<file path="config.mk">
export PLATFORM = sky130hd
export DESIGN_NAME = sck_burst_ctrl
export DESIGN_NICKNAME = d
export VERILOG_FILES = /design/src/rtl/sck_burst_ctrl_pkg.sv /design/src/rtl/sck_burst_ctrl_half_tick_gen.sv /design/src/rtl/sck_burst_ctrl.sv
export SDC_FILE = /design/constraint.sdc
export NUM_CORES = 1
export LEC_CHECK = 0
export CORE_MARGIN = 4
export CORE_UTILIZATION = 49
export DETAILED_ROUTE_END_ITERATION = 8
export PLACE_DENSITY = 0.77
export SYNTH_ARGS = -nofsm -noshare
export SYNTH_HDL_FRONTEND = slang
export SYNTH_SLANG_ARGS = --single-unit
</file>
<file path="constraint.sdc">
create_clock -name clk -period 2.3 [get_ports clk]
set_input_delay 0.46 -clock clk [delete_from_list [all_inputs] [get_ports clk]]
set_output_delay 0.46 -clock clk [all_outputs]
set_load 0.1 [all_outputs]
</file>
<file path="src/rtl/sck_burst_ctrl_pkg.sv">
// Shared types and constants for the sck burst controller.
package sck_burst_ctrl_pkg;

  typedef enum logic [1:0] {
    ST_IDLE  = 2'd0,
    ST_SETUP = 2'd1,
    ST_SHIFT = 2'd2,
    ST_HOLD  = 2'd3
  } state_t;

  localparam int DIV_HALF_DEF = 9;
  localparam int SPI_MODE     = 0;

endpackage

</file>
<file path="src/rtl/sck_burst_ctrl_half_tick_gen.sv">
// Restartable half-period counter: one-cycle tick every i_half enabled clocks.
module half_tick_gen #(
  parameter int DIV_W = 8
) (
  input  logic             clk,
  input  logic             rst_n,
  input  logic             i_clear,
  input  logic             i_en,
  input  logic [DIV_W-1:0] i_half,
  output logic             o_tick
);

  localparam logic [DIV_W-1:0] L_ONE = DIV_W'(1);

  logic [DIV_W-1:0] r_cnt;
  logic             w_wrap;

  assign w_wrap = (r_cnt == i_half - L_ONE);
  assign o_tick = i_en & w_wrap;

  always_ff @(posedge clk or negedge rst_n) begin
    if (!rst_n) begin
      r_cnt <= '0;
    end else if (i_clear) begin
      r_cnt <= '0;
    end else if (i_en) begin
      r_cnt <= w_wrap ? '0 : r_cnt + L_ONE;
    end
  end

endmodule

</file>
<file path="src/rtl/sck_burst_ctrl.sv">
// Framed SPI mode-0 burst: cs_n, DATA_W gated sck periods, sdo MSB first.
// Define SCK_BURST_LSB_FIRST_EN to send bit[0] first instead.
module sck_burst_ctrl
  import sck_burst_ctrl_pkg::*;
#(
  parameter int DIV_HALF = DIV_HALF_DEF,
  parameter int DATA_W   = 8,
  parameter int DIV_W    = 8
) (
  input  logic              clk,
  input  logic              rst_n,
  input  logic              start,
  input  logic [DATA_W-1:0] tx_data,
  input  logic [DIV_W-1:0]  cfg_div,
  output logic              busy,
  output logic              done,
  output logic              sck,
  output logic              sdo,
  output logic              cs_n,
  output logic [1:0]        dbg_state
);

  localparam int BW = (DATA_W > 1) ? $clog2(DATA_W) : 1;
  localparam logic [BW-1:0] L_LAST = BW'(DATA_W - 1);

  // Handshake: a request is taken when start=1 and busy=0 at the same clock
  // edge; anything on start while busy=1 is dropped, never queued.

  state_t            r_state;
  logic              r_busy;
  logic              r_done;
  logic              r_sck;
  logic              r_cs_n;
  logic              r_fin;
  logic [BW-1:0]     r_bit_cnt;
  logic [DATA_W-1:0] r_shreg;
  logic [DIV_W-1:0]  r_half;
  logic              w_accept;
  logic              w_tick;
  logic [DIV_W-1:0]  w_half_sel;

  assign w_accept   = (r_state == ST_IDLE) & start;
  assign w_half_sel = (cfg_div < DIV_W'(2)) ? DIV_W'(DIV_HALF) : cfg_div;

  half_tick_gen #(.DIV_W(DIV_W)) u_tick (
    .clk     (clk),
    .rst_n   (rst_n),
    .i_clear (w_accept),
    .i_en    (r_busy),
    .i_half  (r_half),
    .o_tick  (w_tick)
  );

  always_ff @(posedge clk or negedge rst_n) begin
    if (!rst_n) begin
      r_state   <= ST_IDLE;
      r_busy    <= 1'b0;
      r_done    <= 1'b0;
      r_sck     <= 1'b0;
      r_cs_n    <= 1'b1;
      r_fin     <= 1'b0;
      r_bit_cnt <= '0;
      r_shreg   <= '0;
      r_half    <= '0;
    end else begin
      r_done <= 1'b0;
      case (r_state)
        ST_IDLE: begin
          if (start) begin
            r_state   <= ST_SETUP;
            r_busy    <= 1'b1;
            r_cs_n    <= 1'b0;
            r_fin     <= 1'b0;
            r_bit_cnt <= '0;
            r_shreg   <= tx_data;
            r_half    <= w_half_sel;
          end
        end
        ST_SETUP: begin
          if (w_tick) begin
            r_state <= ST_SHIFT;
            r_sck   <= 1'b1;
          end
        end
        ST_SHIFT: begin
          // Falling edges advance the data; the last one only marks the end
          // so sdo keeps the final bit through the trailing low half-period.
          if (w_tick) begin
            if (r_sck) begin
              r_sck <= 1'b0;
              if (r_bit_cnt == L_LAST) begin
                r_fin <= 1'b1;
              end else begin
                r_bit_cnt <= r_bit_cnt + BW'(1);
`ifdef SCK_BURST_LSB_FIRST_EN
                r_shreg <= {1'b0, r_shreg[DATA_W-1:1]};
`else
                r_shreg <= {r_shreg[DATA_W-2:0], 1'b0};
`endif
              end
            end else if (r_fin) begin
              r_state <= ST_HOLD;
            end else begin
              r_sck <= 1'b1;
            end
          end
        end
        ST_HOLD: begin
          if (w_tick) begin
            r_state <= ST_IDLE;
            r_busy  <= 1'b0;
            r_cs_n  <= 1'b1;
            r_done  <= 1'b1;
          end
        end
        default: r_state <= ST_IDLE;
      endcase
    end
  end

  assign busy      = r_busy;
  assign done      = r_done;
  assign sck       = r_sck;
  assign cs_n      = r_cs_n;
  assign dbg_state = r_state;
`ifdef SCK_BURST_LSB_FIRST_EN
  assign sdo = r_shreg[0];
`else
  assign sdo = r_shreg[DATA_W-1];
`endif

endmodule

</file>
==> reports/qor.txt <==
Pre-CTS setup slack -> -134 ps
Gpl congestion -> 0.801
Synthesized Nets -> 232
Outcome -> finished, violations left
Clk_skew -> 6.43 ps
Async set-reset flop share out of synthesis -> 100%
Fin cells -> 299
Critical path's largest stage delay -> 580 ps
Multi-input gate area -> 1150 um^2
Overall Power -> 1.10 mW
Quantity of hold-fixing buffers added after cts -> 0
CTS tree -> done
Mapped Avg Cell Area -> 9.67 um^2
Critical path required time -> 2460 ps
Synth warn -> 0
Area growth syn-to-layout -> 31.3%
Failing checks -> negative setup slack
Static Leakage -> 1.18 nW
Clock net sink count -> 34
Initial antenna violation count -> 0
Clk root buf -> clkbuf_8
DRT Pass-1 Iters -> 4
Worst-margin pin slew -> 443 ps
Die width -> 71.5 um
Synth top cells by count -> dfrtp_1, nand2_1, nor2_1, a211oi_1, ha_1
Setup TNS Final -> -427 ps
Final Instance Area -> 2590 um^2
CP Max Fanout -> 4
Register area -> 860 um^2
Final WS setup -> -69.8 ps
Post-synth top area cell -> dfrtp_1
Peak supply drop -> 359 uV
DRC viols -> 0
Pwr/cell area -> 425 nW/um^2
Critical path's top delay family -> simple AND/OR/NAND/NOR gates
Vias in the first global route -> 1666
Worst Path Buf+Inv -> 0
Synth Cell Area -> 1970 um^2
Boundary Pins -> 26
Primary FF master, synth -> dfrtp_1
Worst Setup Start Kind -> register
Setup-failing EPs final -> 14
Final wirelength -> 4320 um
Number of synthesized register bits -> 34
Minimum clock period -> 2370 ps
Die Ht -> 71.5 um
CP arrival -> 2530 ps
GR Overflow Total -> 0
Crit-path cells -> or4_4 -> nor2_4 -> xor2_2 -> mux2i_4 -> nor3_4 -> o221ai_2 -> mux2_4
Gr usage total -> 18.3%
Crit. End Element -> register
Via-to-Cell Ratio -> 5.42
Vias -> 1620
Type of the most critical hold path -> register to register
Slew Limit Fails -> 0
Final period util -> 103%
WL/cell -> 14.4 um
Die footprint -> 5110 um^2
Area after DPL -> 2400 um^2
Worst-skew pair later-pin latency -> 280 ps
Global-route wire length before repair -> 7550 um
Fin Hold WS -> 524 ps
Most instantiated library cell after synthesis -> dfrtp_1
Synth Instances -> 204
Clock transition at path regs -> 70 ps
Final ANT Viol Nets -> 0
Starting Density -> 52.3%
Nets@finish -> 278
RSZ-0062 raised after global routing -> true
TritonCTS buffer count -> 5
Fillers -> 281
Core area -> 3770 um^2
Core Rows -> 22
Largest net degree at the start of global routing -> 35
Hold Vio Cnt, Final -> 0
I/O Buffers -> 25
WS Path Type -> register to register
H-tree lvl count -> 2
Max_slew headroom -> 70.1%
Final Util -> 68.7%
Max Clock Freq -> 422 MHz
Maxcap violations -> 0
Clk buf depth -> 2
Register area share after synthesis -> 43.2%
Share of cells above drive strength 1 -> 23.9%
Netlist cell types -> 50
ANT cells -> 0
Share of the synthesized area in the top cell type -> 41.9%
Largest cells by area after synthesis -> dfrtp_1, ha_1, nand2_1
Slowest stage cell, crit path -> or4_4
EDFF count, synth -> 0
DR iter-0 viols -> 62
DP Wirelength -> 3090 um
Dpl cells -> 289
## power by group
group / internal, mW / leakage [nW] / switching, mW
Combinational: 0.0300 / 0.683 / 0.0189
Sequential: 0.598 / 0.449 / 0
Clock: 0.242 / 0.0482 / 0.214
Total: 0.869 / 1.18 / 0.233
## sequential cells by signal (all words and copies together) (netlist names)
name,count
done,1
dbg_state,2
r_bit_cnt,3
r_fin,1
busy,1
r_half,8
u_tick.r_cnt,8
cs_n,1
sck,1
r_shreg,8
## metal layers
metal | track usage, % | wire length [um] | up-vias
met1 | 24.6 | 2070 | 770
met3 | 5.05 | 172 | 7
met4 | 5.43 | 48 | 0
li1 | - | - | 815
met2 | 28.7 | 2030 | 28
met5 | 0 | 0 | -
## final cells by class
type | count | share of cell area, %
timing repair buffer | 44 | 15.3
inverter | 8 | 1.26
sequential | 34 | 33.2
tap | 48 | 2.32
multi-input combinational | 157 | 44.4
clock buffer | 7 | 3.33
clock inverter | 1 | 0.193
## cell usage in the layout (no fill, tap or decap), types with 6 or more instances in the layout
| cell type | count |
|---|---|
| a211oi_1 | 8 |
| a21oi_1 | 7 |
| buf_4 | 23 |
| clkbuf_8 | 6 |
| clkdlybuf4s50_1 | 18 |
| dfrtp_1 | 31 |
| ha_1 | 9 |
| inv_1 | 6 |
| nand2_1 | 24 |
| nand2b_1 | 8 |
| nor2_1 | 21 |
| o21ai_0 | 7 |
| xnor2_1 | 7 |
| xor2_1 | 6 |
## cell families after synthesis
group                      synth area share [%]
adders and majority gates                  5.71
xor gates and xnor gates                   6.60
buffers and inverters                      2.92
AOI/OAI and AO/OA                          16.8
DFF                                        43.2
muxes                                      3.30
and+or+nand+nor                            21.5
## worst register-to-register path, delay by kind of cell, from the launching register on
kind / cells / cell delay, ps
flip-flops: 1 / 390
AND/OR/NAND/NOR: 3 / 780
XOR/XNOR: 1 / 210
multiplexers: 2 / 700
AO/OA/AOI/OAI: 1 / 180
## worst paths after layout
path	start	to	slack, ps	depth (start not counted)
worst max-delay path	r_half[1]	dbg_state[1]	-70	7
worst min-delay path	r_bit_cnt[1]	r_bit_cnt[1]	520	1
worst max register to register	r_half[1]	dbg_state[1]	-70	7
worst min register to register	r_bit_cnt[1]	r_bit_cnt[1]	520	1
max in group asynchronous	rst_n	dbg_state[0]	1380	2
min in group asynchronous	rst_n	u_tick.r_cnt[2]	580	2
## timing repair
item	in CTS	in global routing
gates resized for setup	10	6
setup buffers	2	0
pin swaps	4	4
endpoints found under the setup margin	21	25
(Power assumes the default switching activity.)
